$ cat src/rtl/uart_cmd_rx.sv
// -----------------------------------------------------------------------------
// uart_cmd_rx
//
// 8N1 UART receiver with a small command-frame parser on top.
// A frame has the form HDR, CMD, DATA_H, DATA_L, CHK, where CHK = CMD ^ DATA_H ^ DATA_L.
// A good frame updates cmd/cmd_data and pulses cmd_valid. A bad checksum pulses chk_err.
// A bad stop bit pulses frame_err. A partial frame that stalls too long pulses timeout_err.
//
// Parameters
//   CLK_FREQ      sys_clk frequency in Hz
//   UART_BPS      serial baud rate
//   HDR           frame header byte
//   TIMEOUT_BITS  allowed inter-byte silence inside a frame, in bit periods
//
// Ports
//   sys_clk        clock; all logic runs on the rising edge
//   sys_rst        synchronous, active-high reset
//   uart_rxd       asynchronous serial input, idle high
//   rx_byte        last byte received with a good stop bit
//   rx_byte_valid  one-cycle pulse; rx_byte is new
//   cmd, cmd_data  command and {DATA_H, DATA_L} of the last good frame
//   cmd_valid      one-cycle pulse; cmd and cmd_data were updated
//   frame_err      one-cycle pulse; stop bit was low
//   chk_err        one-cycle pulse; checksum mismatch
//   timeout_err    one-cycle pulse; a partial frame was abandoned
// -----------------------------------------------------------------------------
module uart_cmd_rx #(
    parameter int          CLK_FREQ     = 60000000,
    parameter int          UART_BPS     = 115200,
    parameter logic [7:0]  HDR          = 8'hA5,
    parameter int          TIMEOUT_BITS = 20
) (
    input  logic        sys_clk,
    input  logic        sys_rst,
    input  logic        uart_rxd,
    output logic [7:0]  rx_byte,
    output logic        rx_byte_valid,
    output logic [7:0]  cmd,
    output logic [15:0] cmd_data,
    output logic        cmd_valid,
    output logic        frame_err,
    output logic        chk_err,
    output logic        timeout_err
);

    localparam int BAUD_DIV = CLK_FREQ / UART_BPS;
    localparam int HALF_DIV = BAUD_DIV / 2;
    localparam int TO_LIMIT = TIMEOUT_BITS * BAUD_DIV;
    localparam int BAUD_W   = $clog2(BAUD_DIV + 1);
    localparam int TO_W     = $clog2(TO_LIMIT + 1);

    localparam logic [BAUD_W-1:0] BAUD_LAST = BAUD_W'(BAUD_DIV - 1);
    localparam logic [BAUD_W-1:0] HALF_LAST = BAUD_W'(HALF_DIV - 1);
    localparam logic [TO_W-1:0]   TO_LAST   = TO_W'(TO_LIMIT - 1);

    // ------------------------------------------------------------------
    // Input synchronizer plus one history flop for falling-edge detection
    // ------------------------------------------------------------------
    logic rxd_meta, rxd_sync, rxd_prev;
    logic rxd_fall;

    always_ff @(posedge sys_clk) begin
        // NOTE: sequential state uses non-blocking assignments so every flop
        // samples the values from before the clock edge.
        if (sys_rst) begin
            rxd_meta <= 1'b1;
            rxd_sync <= 1'b1;
            rxd_prev <= 1'b1;
        end else begin
            rxd_meta <= uart_rxd;
            rxd_sync <= rxd_meta;
            rxd_prev <= rxd_sync;
        end
    end

    assign rxd_fall = rxd_prev & ~rxd_sync;

    // ------------------------------------------------------------------
    // Byte receiver
    // ------------------------------------------------------------------
    typedef enum logic [1:0] {IDLE, START, DATA, STOP} rx_state_e;

    rx_state_e         rx_state, rx_next;
    logic [BAUD_W-1:0] baud_cnt;
    logic [2:0]        bit_cnt;
    logic [7:0]        shift;
    logic              tick;       // sample point of the current bit
    logic              stop_tick;  // sample point of the stop bit

    always_comb begin
        // NOTE: every combinational output gets a default first, so no path
        // can leave it unassigned and infer a latch.
        rx_next = rx_state;
        tick    = 1'b0;
        unique case (rx_state)
            IDLE:  if (rxd_fall) rx_next = START;
            START: if (baud_cnt == HALF_LAST) begin
                       tick    = 1'b1;
                       rx_next = rxd_sync ? IDLE : DATA;   // high here is a false start
                   end
            DATA:  if (baud_cnt == BAUD_LAST) begin
                       tick = 1'b1;
                       if (bit_cnt == 3'd7) rx_next = STOP;
                   end
            STOP:  if (baud_cnt == BAUD_LAST) begin
                       tick    = 1'b1;
                       rx_next = IDLE;   // leave mid stop bit so a back-to-back start is caught
                   end
            default: rx_next = IDLE;
        endcase
    end

    assign stop_tick = tick && (rx_state == STOP);

    always_ff @(posedge sys_clk) begin
        if (sys_rst) begin
            rx_state      <= IDLE;
            baud_cnt      <= '0;
            bit_cnt       <= '0;
            shift         <= '0;
            rx_byte       <= '0;
            rx_byte_valid <= 1'b0;
            frame_err     <= 1'b0;
        end else begin
            rx_state      <= rx_next;
            rx_byte_valid <= 1'b0;
            frame_err     <= 1'b0;

            if (rx_state == IDLE || tick) baud_cnt <= '0;
            else                          baud_cnt <= baud_cnt + 1'b1;

            if (rx_state == IDLE) bit_cnt <= '0;
            else if (tick && rx_state == DATA) begin
                shift   <= {rxd_sync, shift[7:1]};   // LSB arrives first
                bit_cnt <= bit_cnt + 1'b1;
            end

            if (stop_tick) begin
                if (rxd_sync) begin
                    rx_byte       <= shift;
                    rx_byte_valid <= 1'b1;
                end else begin
                    frame_err <= 1'b1;
                end
            end
        end
    end

    // ------------------------------------------------------------------
    // Frame parser and inter-byte timeout
    // ------------------------------------------------------------------
    typedef enum logic [2:0] {P_HDR, P_CMD, P_DH, P_DL, P_CHK} p_state_e;

    p_state_e        p_state, p_next;
    logic [7:0]      cmd_buf, dh_buf, dl_buf;
    logic [TO_W-1:0] to_cnt;
    logic            to_hit;

    // A stop-bit sample in flight defers expiry by one cycle. The byte or
    // frame error that follows then takes priority, and the pulses stay
    // mutually exclusive.
    always_comb begin
        p_next = p_state;
        to_hit = (p_state != P_HDR) && (to_cnt == TO_LAST) &&
                 !rx_byte_valid && !frame_err && !stop_tick;
        if (frame_err || to_hit) begin
            p_next = P_HDR;
        end else if (rx_byte_valid) begin
            unique case (p_state)
                P_HDR:   if (rx_byte == HDR) p_next = P_CMD;
                P_CMD:   p_next = P_DH;
                P_DH:    p_next = P_DL;
                P_DL:    p_next = P_CHK;
                default: p_next = P_HDR;
            endcase
        end
    end

    always_ff @(posedge sys_clk) begin
        if (sys_rst) begin
            p_state     <= P_HDR;
            cmd_buf     <= '0;
            dh_buf      <= '0;
            dl_buf      <= '0;
            cmd         <= '0;
            cmd_data    <= '0;
            cmd_valid   <= 1'b0;
            chk_err     <= 1'b0;
            timeout_err <= 1'b0;
            to_cnt      <= '0;
        end else begin
            p_state     <= p_next;
            cmd_valid   <= 1'b0;
            chk_err     <= 1'b0;
            timeout_err <= to_hit;

            if (rx_byte_valid) begin
                unique case (p_state)
                    P_CMD: cmd_buf <= rx_byte;
                    P_DH:  dh_buf  <= rx_byte;
                    P_DL:  dl_buf  <= rx_byte;
                    P_CHK: begin
                        if ((cmd_buf ^ dh_buf ^ dl_buf) == rx_byte) begin
                            cmd_valid <= 1'b1;
                            cmd       <= cmd_buf;
                            cmd_data  <= {dh_buf, dl_buf};
                        end else begin
                            chk_err <= 1'b1;
                        end
                    end
                    default: ;
                endcase
            end

            // Saturates at the limit so a deferred expiry cannot wrap.
            if (rx_byte_valid || frame_err || to_hit || p_state == P_HDR) to_cnt <= '0;
            else if (to_cnt != TO_LAST)                                    to_cnt <= to_cnt + 1'b1;
        end
    end

endmodule
$ cat config.mk
export PLATFORM = sky130hd
export DESIGN_NAME = uart_cmd_rx
export DESIGN_NICKNAME = d
export VERILOG_FILES = /design/src/rtl/uart_cmd_rx.sv
export SDC_FILE = /design/constraint.sdc
export NUM_CORES = 1
export LEC_CHECK = 0
export ABC_AREA = 0
export CAP_MARGIN = 20
export CORE_MARGIN = 3
export CORE_UTILIZATION = 39
export DETAILED_ROUTE_END_ITERATION = 8
export GPL_ROUTABILITY_DRIVEN = 0
export PLACE_DENSITY_LB_ADDON = 0.15
export SETUP_SLACK_MARGIN = 0.4
export SLEW_MARGIN = 20
export SYNTH_ARGS = -nofsm -noshare
export SYNTH_HDL_FRONTEND = slang
export SYNTH_SLANG_ARGS = --single-unit
$ cat constraint.sdc
create_clock -name sys_clk -period 1.8 [get_ports sys_clk]
set_input_delay 0.45 -clock sys_clk [delete_from_list [all_inputs] [get_ports sys_clk]]
set_output_delay 0.45 -clock sys_clk [all_outputs]
set_load 0.1 [all_outputs]
; Word-level counts from Yosys, hierarchy flattened
; Cells that the tools add are included.
[classes]
mux = 16
add_sub_neg = 3
reduce_logical = 32
n_eq_ne = 20
bitwise = 8
[op_table]
columns = cell, count
row1 = bitwise XOR 8 bit, 2
row2 = adder 14 x 1 -> 14 bit (second input constant), 1
row3 = equality test 14 bit (second input constant), 1
row4 = != test 14 bit (second input constant), 1
row5 = two-way mux 2 bit, 6
row6 = != test 2 bit (second input constant), 6
row7 = one-hot mux 3 bit (4 select lines), 1
row8 = AND reduction 2 bit, 6
row9 = OR reduction 2 bit, 6
row10 = adder 10 x 1 -> 10 bit (second input constant), 1
row11 = equality test 10 bit (second input constant), 1
row12 = equality test 10 x 9 -> 1 bit (second input constant), 1
row13 = equality test 8 bit, 1
row14 = equality test 8 bit (second input constant), 1
row15 = one-hot mux 2 bit (4 select lines), 1
row16 = equality test 3 x 2 -> 1 bit (second input constant), 2
row17 = equality test 3 bit (second input constant), 2
row18 = logical AND 1 bit, 6
row19 = two-way mux 1 bit, 6
row20 = logical OR 1 bit, 5
row21 = NOT 1 bit, 5
row22 = AND reduction 5 bit, 1
row23 = equality test 2 bit (second input constant), 2
row24 = adder 3 x 1 -> 3 bit (second input constant), 1
row25 = 11 further kinds, 13
[word_totals]
reg_bits = 104
wordCells = 99
inputBits = 3

; Depth between registers and ports, before layout
; Gate-level depths: netlist of run 1.
[depth]
depth_word = 9
mapped_depth = 7
mapped_depth_nobuf = 6

; Worst setup path before layout of run 1
; No wires, ideal clock.
[synth_timing]
kind = register to register
startpoint = reg rx_byte[3]
endpoint = reg cmd[0]
t_required_ns = 1.728
t_arrival_ns = 2.306
stages_incl_launch_ff = 7
setup_slack_ns = -0.578
path_buffers = 1
cell_sequence = dfxtp_1 xnor2_1 xnor2_1 nand4_2 nor3_4 buf_8 mux2i_1
[synth_via]
elab_chain_cells = 2
[synth_lines]
columns = element, line
row1 = "start, declared", 36  ; output logic [7:0] rx_byte,
row2 = "start signal, assigned", 140  ; rx_byte <= shift;
row3 = equality test 8 bit, 203  ; if ((cmd_buf ^ dh_buf ^ dl_buf) == rx_byte) begin
row4 = AND reduction 3 bit (no line), -
row5 = "end signal, assigned", 205  ; cmd <= cmd_buf;
row6 = "end, declared", 38  ; output logic [7:0] cmd,
; No other way between the ends.
; A chain may end at the register's enable or synchronous reset.

; Worst setup path in the final report of run 1
[layout_timing]
startpoint = reg to_cnt[5]
endpoint = reg to_cnt[1]
[layout_via]
elab_chain_cells = 8
elab_cells_between_ends = 9
classes_between = 2 x eq/ne / 7 x reduce/logical
[layout_lines]
columns = element, line
row1 = "start, declared", 156  ; logic [TO_W-1:0] to_cnt;
row2 = "start signal, assigned", 217  ; else if (to_cnt != TO_LAST) to_cnt <= to_cnt + 1'b1;
row3 = equality test 14 bit, 164  ; to_hit = (p_state != P_HDR) && (to_cnt == TO_LAST) &&
row4 = logical AND 1 bit (2 in a row), 164
row5 = logical AND 1 bit (2 in a row), 165  ; !rx_byte_valid && !frame_err && !stop_tick;
row6 = logical OR 1 bit (2 in a row), 216  ; if (rx_byte_valid || frame_err || to_hit || p_state == P_HDR) to_cnt <= '0;
row7 = OR reduction 2 bit (no line), -
; Several ways; a longest one is shown, not always the timed one.

==> results.md, run 1 <==
* Max IR drop VDD at 0.000379 V
* Number of setup violations in the final report at 0
* Worst endpoint required time at between 2 and 2.5 ns
* Clock transition at path regs at 0.10 ns
* Worst-Margin Slew at 0.411 ns
* Met2 wire length at between 5000 and 6000 µm
* HPWL after detailed placement at about 6800 µm
* Die X at 112 µm
* Area taken by multi-input logic gates at 2530 µm²
* DRT antenna net count at 0
* First-pass GRT wire length at 17600 µm
* Syn avg cell area at between 8 and 9 µm²
* Initial Utilization at 0.402
* Total track usage at 0.172
* Fillers at 895
* Top delay family on crit path: simple AND/OR/NAND/NOR gates
* Post-synth top area cell: dfxtp_1
* CP cell instances: or4b_4 -> nor4_4 -> buf_4 -> mux2i_1 -> nor2_1
* Rows at 38
* Max-Cap Viols at 0
* Vias in the first global route at 3593
* FFs w/ async S/R, synth at 0
* Depth of the CTS H-tree at 3
* Hold Worst Slack at 0.422 ns
* Number of port buffers at 39
* IO Pins at 40
* Vias after detailed routing at 3664
* RSZ-0062 raised after global routing: yes
* Initial antenna violation count at 0
* DR iter-0 viols at between 100 and 150
* Fin crit period at 1.80 ns
* Clk_lat worst skew at 0.37 ns
* CTS tree: built
* Syn nets at 498
* Main synth FF type: dfxtp_1
* Flops & latches, synth at 104
* Clk sink count at 104
* Core ar. at 10900 µm²
* Synth warn at 0
* Nets at 596
* Run status: finished, final reports clean
* Hold Vio Cnt, Final at 0
* Clock root buffer: clkbuf_8
* Metal3 WL at 434 µm
* Chip Height at 112 µm
* Slowest-stage cell, CP: or4b_4
* CTS Buf Count at 9
* Sequential share of the synthesized area at 0.475
* GRT overflow at 0
* CP Launch Type: flop
* Largest net degree at the start of global routing at 50
* EDFF count, synth at 0
* Distinct cells, synth at 47
* Layout cells sized above 1 at 0.429
* Synth area leaders: dfxtp_1 (48%), mux2i_1 (9.8%), nand2_1 (9.2%)
* Pwr/cell area at 589 nW/µm²
* Post-synthesis cell count at a little under 500
* Critical path's largest stage delay at 0.57 ns
* Register Area at ~2200 µm²
* Final Cycle Share at 0.998
* Ant. Diodes at 0
* Slew headroom at 0.725
* Setup tns final at 0 ns
* Crit end category: flop
* DRT Pass-1 Iters at 4
* CTS Buffer Depth at 2
* Clock Skew at around 0.016 ns
* Hold crit path type: reg2reg
* DRC viols at 0
* Arrival @ worst endpoint at 2.06 ns
* Routed length on met1 at 4490 µm
* Post-synth top area share at 0.475
* Kind of critical path: reg2reg
* LEAKAGE at 2.35 nW
* FMAX at between 500 and 600 MHz
* Area delta synth->final at 51.1%
* Top routing layer in use: met4
* Slew Limit Fails at 0
* Crit Path Max Fanout at 5
* Final core occ at 0.608
* Vias/cell at around 5.0
* Drt wl/cell at 14.4 µm
* Cell Area, Synth at roughly 4400 µm²
* Die area at roughly 13000 µm²
* Routed wire length at 10600 µm
* Bufs and invs on worst path at 1
power by group:
group          switching, mW  total, mW  internal, mW
logic                 0.0477     0.0727        0.0250
registers            0.00270       2.29          2.28
clock network          0.810       1.54         0.730
total                  0.860       3.90          3.04
synth_stat cells, types with 2 or more instances:
library cell,count
or2_2,2
and3_1,8
buf_8,2
buf_2,5
nand3_1,14
o21ai_1,3
or2_1,2
o21ai_0,2
clkbuf_1,15
nor2_1,58
xor2_1,17
xnor2_2,2
inv_1,4
nand2b_1,5
mux2i_1,43
a31oi_1,3
dfxtp_1,104
nand4b_1,3
nand4_1,2
nand2_1,107
ha_1,4
or4_1,2
xnor2_1,22
nand4_2,2
nor3_1,9
a21oi_1,30
sequential cells by signal (all words and copies together) (netlist names), 3 cells and up, named ones only:
signal and count:
cmd_data 16, to_cnt 14, baud_cnt 10, cmd 8, cmd_buf 8, dh_buf 8
dl_buf 8, rx_byte 8, shift 8, bit_cnt 3, p_state 3
logic make-up (layout without fill, tap and decap cells):
kind of cell / Yosys count / in the layout / synth area share
buf+inv: 28 / 130 / 0.0314
mux: 44 / 44 / 0.101
flops: 104 / 104 / 0.475
simple gates: 230 / 231 / 0.247
xor+xnor: 41 / 41 / 0.0854
compound gates: 40 / 40 / 0.0480
fa+ha+maj: 4 / 4 / 0.0114
metal layers:
| metal | GRT usage | vias up |
|---|---|---|
| li1 | - | 1832 |
| met1 | 0.211 | 1726 |
| met2 | 0.297 | 86 |
| met3 | 0.0364 | 20 |
| met4 | 0.0633 | 0 |
| met5 | 0 | - |
per-stage QoR:
stage	power [mW]	setup WS, ns	instances	cell area (µm²)
after floorplan	2.39	-0.0399	491	4510
after global placement	2.42	0.0425	678	5600
after detailed placement	2.41	0.00993	678	5600
after CTS	3.94	0.0635	722	6280
after global routing	4.03	-0.0807	734	6620
final	3.90	0.00403	734	6620
path summary, 6_finish.rpt:
check	from	to	slack, ns	cells after the start
setup / recovery	to_cnt[5]$_SDFFE_PP0P_	to_cnt[1]$_SDFFE_PP0P_	0.004	5
hold / removal	rxd_meta$_SDFF_PP1_	rxd_sync$_SDFF_PP1_	0.42	1
setup reg to reg	to_cnt[5]$_SDFFE_PP0P_	to_cnt[1]$_SDFFE_PP0P_	0.004	5
hold reg to reg	rxd_meta$_SDFF_PP1_	rxd_sync$_SDFF_PP1_	0.42	1
cell usage in the layout, fill, tap and decap left out, drive strengths merged, types with 6 or more instances in the layout:
cell | Yosys | layout
nand2 | 107 | 107
buf | 8 | 106
dfxtp | 104 | 104
nor2 | 58 | 58
mux2i | 43 | 43
a21oi | 30 | 30
xnor2 | 24 | 24
xor2 | 17 | 17
nand3 | 14 | 14
clkbuf | 15 | 12
nor3 | 11 | 11
and3 | 8 | 8
inv | 5 | 6
area by class of cell:
class | instances | area share
Clock buffer | 11 | 0.0229
Tap cell | 140 | 0.0265
Sequential cell | 104 | 0.332
Inverter | 5 | 0.00284
Multi-Input combinational cell | 360 | 0.383
Clock inverter | 5 | 0.00964
Timing Repair Buffer | 109 | 0.224
timing repair:
| item | 4_1_cts | 5_1_grt |
|---|---|---|
| cloned | 3 | 1 |
| setup endpoints to repair | 132 | 120 |
| pin swaps | 16 | 21 |
| hold buffers | 0 | 0 |
| resized for setup | 81 | 55 |
| setup buffers | 25 | 11 |
Power figures use the tool's default switching activity.
==> inputs of run 2 (changes only) <==
==> constraint.sdc (replaced) <==
create_clock -name sys_clk -period 2.25 [get_ports sys_clk]
set_input_delay 0.5625 -clock sys_clk [delete_from_list [all_inputs] [get_ports sys_clk]]
set_output_delay 0.5625 -clock sys_clk [all_outputs]
set_load 0.1 [all_outputs]
==> results.md, run 2 (synthesized netlist as in run 1, its figures left out) <==
* Number of setup violations in the final report at 0
* Hold Worst Slack at 0.420 ns
* First-pass GRT wire length at 15100 µm
* Hold crit path type: reg2reg
* Area delta synth->final at 19.8%
* Number of port buffers at 39
* Initial antenna violation count at 0
* Die area at 12500 µm²
* Chip Height at 112 µm
* LEAKAGE at 1.89 nW
* Register with the most flip-flops: cmd_data
* Total track usage at 0.147
* Clk_lat worst skew at around 0.37 ns
* HPWL after detailed placement at 6250 µm
* Worst endpoint required time at 2.55 ns
* Pwr/cell area at 569 nW/µm²
* Largest net degree at the start of global routing at 46
* Worst-Margin Slew at 0.604 ns
* Max FFs per register at 16
* Clock Skew at about 0.012 ns
* Fillers at 1059
* CTS Buf Count at 9
* Vias in the first global route at 3108
* Clock root buffer: clkbuf_8
* CTS tree: built
* CP Launch Type: flop
* Max IR drop VDD at 0.000339 V
* Layout cells sized above 1 at 0.215
* DRT antenna net count at 0
* Arrival @ worst endpoint at approximately 2.1 ns
* Fin crit period at ~1.8 ns
* Slowest-stage cell, CP: dfxtp_4
* Max-Cap Viols at 0
* FMAX at 555 MHz
* Vias/cell at between 4 and 5
* Nets at 546
* CTS Buffer Depth at 2
* Top delay family on crit path: XOR/XNOR gates
* Rows at 38
* Vias after detailed routing at 3392
* Slew Limit Fails at 0
* Kind of critical path: reg2reg
* IO Pins at 40
* Core ar. at between 10000 and 15000 µm²
* CTS Hold Bufs at 0
* Drt wl/cell at 13.6 µm
* Critical path's largest stage delay at 0.39 ns
* Crit end category: flop
* Run status: finished, final reports clean
* Bufs and invs on worst path at 2
* Final Cycle Share at 0.801
* Hold Vio Cnt, Final at 0
* DRT Pass-1 Iters at 4
* RSZ-0062 raised after global routing: yes
* Crit Path Max Fanout at 12
* Clk sink count at ~100
* Commonest non-fill, non-tap cells in the layout: nand2_1 (106), dfxtp_1 (86), nor2_1 (57)
* GRT overflow at 0
* Setup tns final at 0 ns
* DR iter-0 viols at 168
* Biggest regs: cmd_data (16), to_cnt (14), baud_cnt (10)
* Clock transition at path regs at 0.11 ns
* Initial Utilization at 0.402
* Ant. Diodes at 0
* DRC viols at 0
* Leading cell type in the layout, fill and taps excluded: nand2_1
* CP cell instances: xor2_1 -> xnor2_1 -> nand4_2 -> nor3_4 -> buf_4 -> clkbuf_16 -> mux2i_1
* Depth of the CTS H-tree at 3
* Routed wire length at about 9300 µm
* Slew headroom at 0.594
* Die X at 112 µm
[run 2: changes by cell type in the layout (fill, tap and decap cells not counted), moves of 5 or more]
cell | previous run | this run
xnor2_1 | 10 | 20
buf_4 | 43 | 54
xnor2_2 | 12 | 4
dfxtp_1 | 39 | 86
nor3_1 | 4 | 9
nor2_2 | 8 | 1
buf_12 | 41 | 1
dfxtp_2 | 52 | 7
buf_6 | 17 | 1
nor2_1 | 48 | 57
[run 2: metal layers]
metal / part of all wire / GRT usage / routed length, µm / vias up
met5: 0 / 0 / 0 / -
met4: 0.011 / 0.0433 / 103 / 0
met3: 0.035 / 0.0353 / 323 / 7
met2: 0.47 / 0.237 / 4420 / 58
met1: 0.48 / 0.196 / 4490 / 1599
li1: - / - / - / 1728
[run 2: final timing paths]
kind,to,slack (ns),depth (start not counted),start
max,cmd_data[14]$_SDFFE_PP0P_,0.45,7,rx_byte[7]$_SDFFE_PP0P_
min reg2reg,rxd_sync$_SDFF_PP1_,0.42,1,rxd_meta$_SDFF_PP1_
max reg2reg,cmd_data[14]$_SDFFE_PP0P_,0.45,7,rx_byte[7]$_SDFFE_PP0P_
min,rxd_sync$_SDFF_PP1_,0.42,1,rxd_meta$_SDFF_PP1_
[run 2: repair_timing]
item / in CTS / in global routing
hold endpoints to repair: 0 / 0
setup buffers: 4 / 7
setup endpoints to repair: 23 / 41
pin swaps: 5 / 8
gates resized for setup: 9 / 14
cloned: 0 / 2
[run 2: where the power goes]
part	internal (mW)	switching [mW]	total, mW
logic	0.0122	0.0353	0.0475
clock network	0.425	0.678	1.10
registers	1.83	0.00351	1.83
total	2.27	0.716	2.98
[run 2: layout make-up]
class                   count  area (µm²)  share of cell area
well taps                 140         175              0.0334
flip-flops and latches    104        2130               0.406
inverters                   5        18.8             0.00358
repair buffers             60         507              0.0966
clock buffers               9         124              0.0236
multi-input cells         359        2230               0.425
clock inverters             7        58.8              0.0112
[run 2: stage by stage]
stage                      util  power (mW)  std cells  setup slack (ns)  instance area, µm²
after global routing      0.482        3.11        684             0.373                5250
after floorplan               -        1.91        491             0.398                4430
final                     0.482        2.98        684             0.448                5250
after global placement    0.446        1.92        655             0.200                4850
after CTS                 0.468        3.03        675             0.406                5090
after detailed placement  0.446        1.93        655             0.139                4850
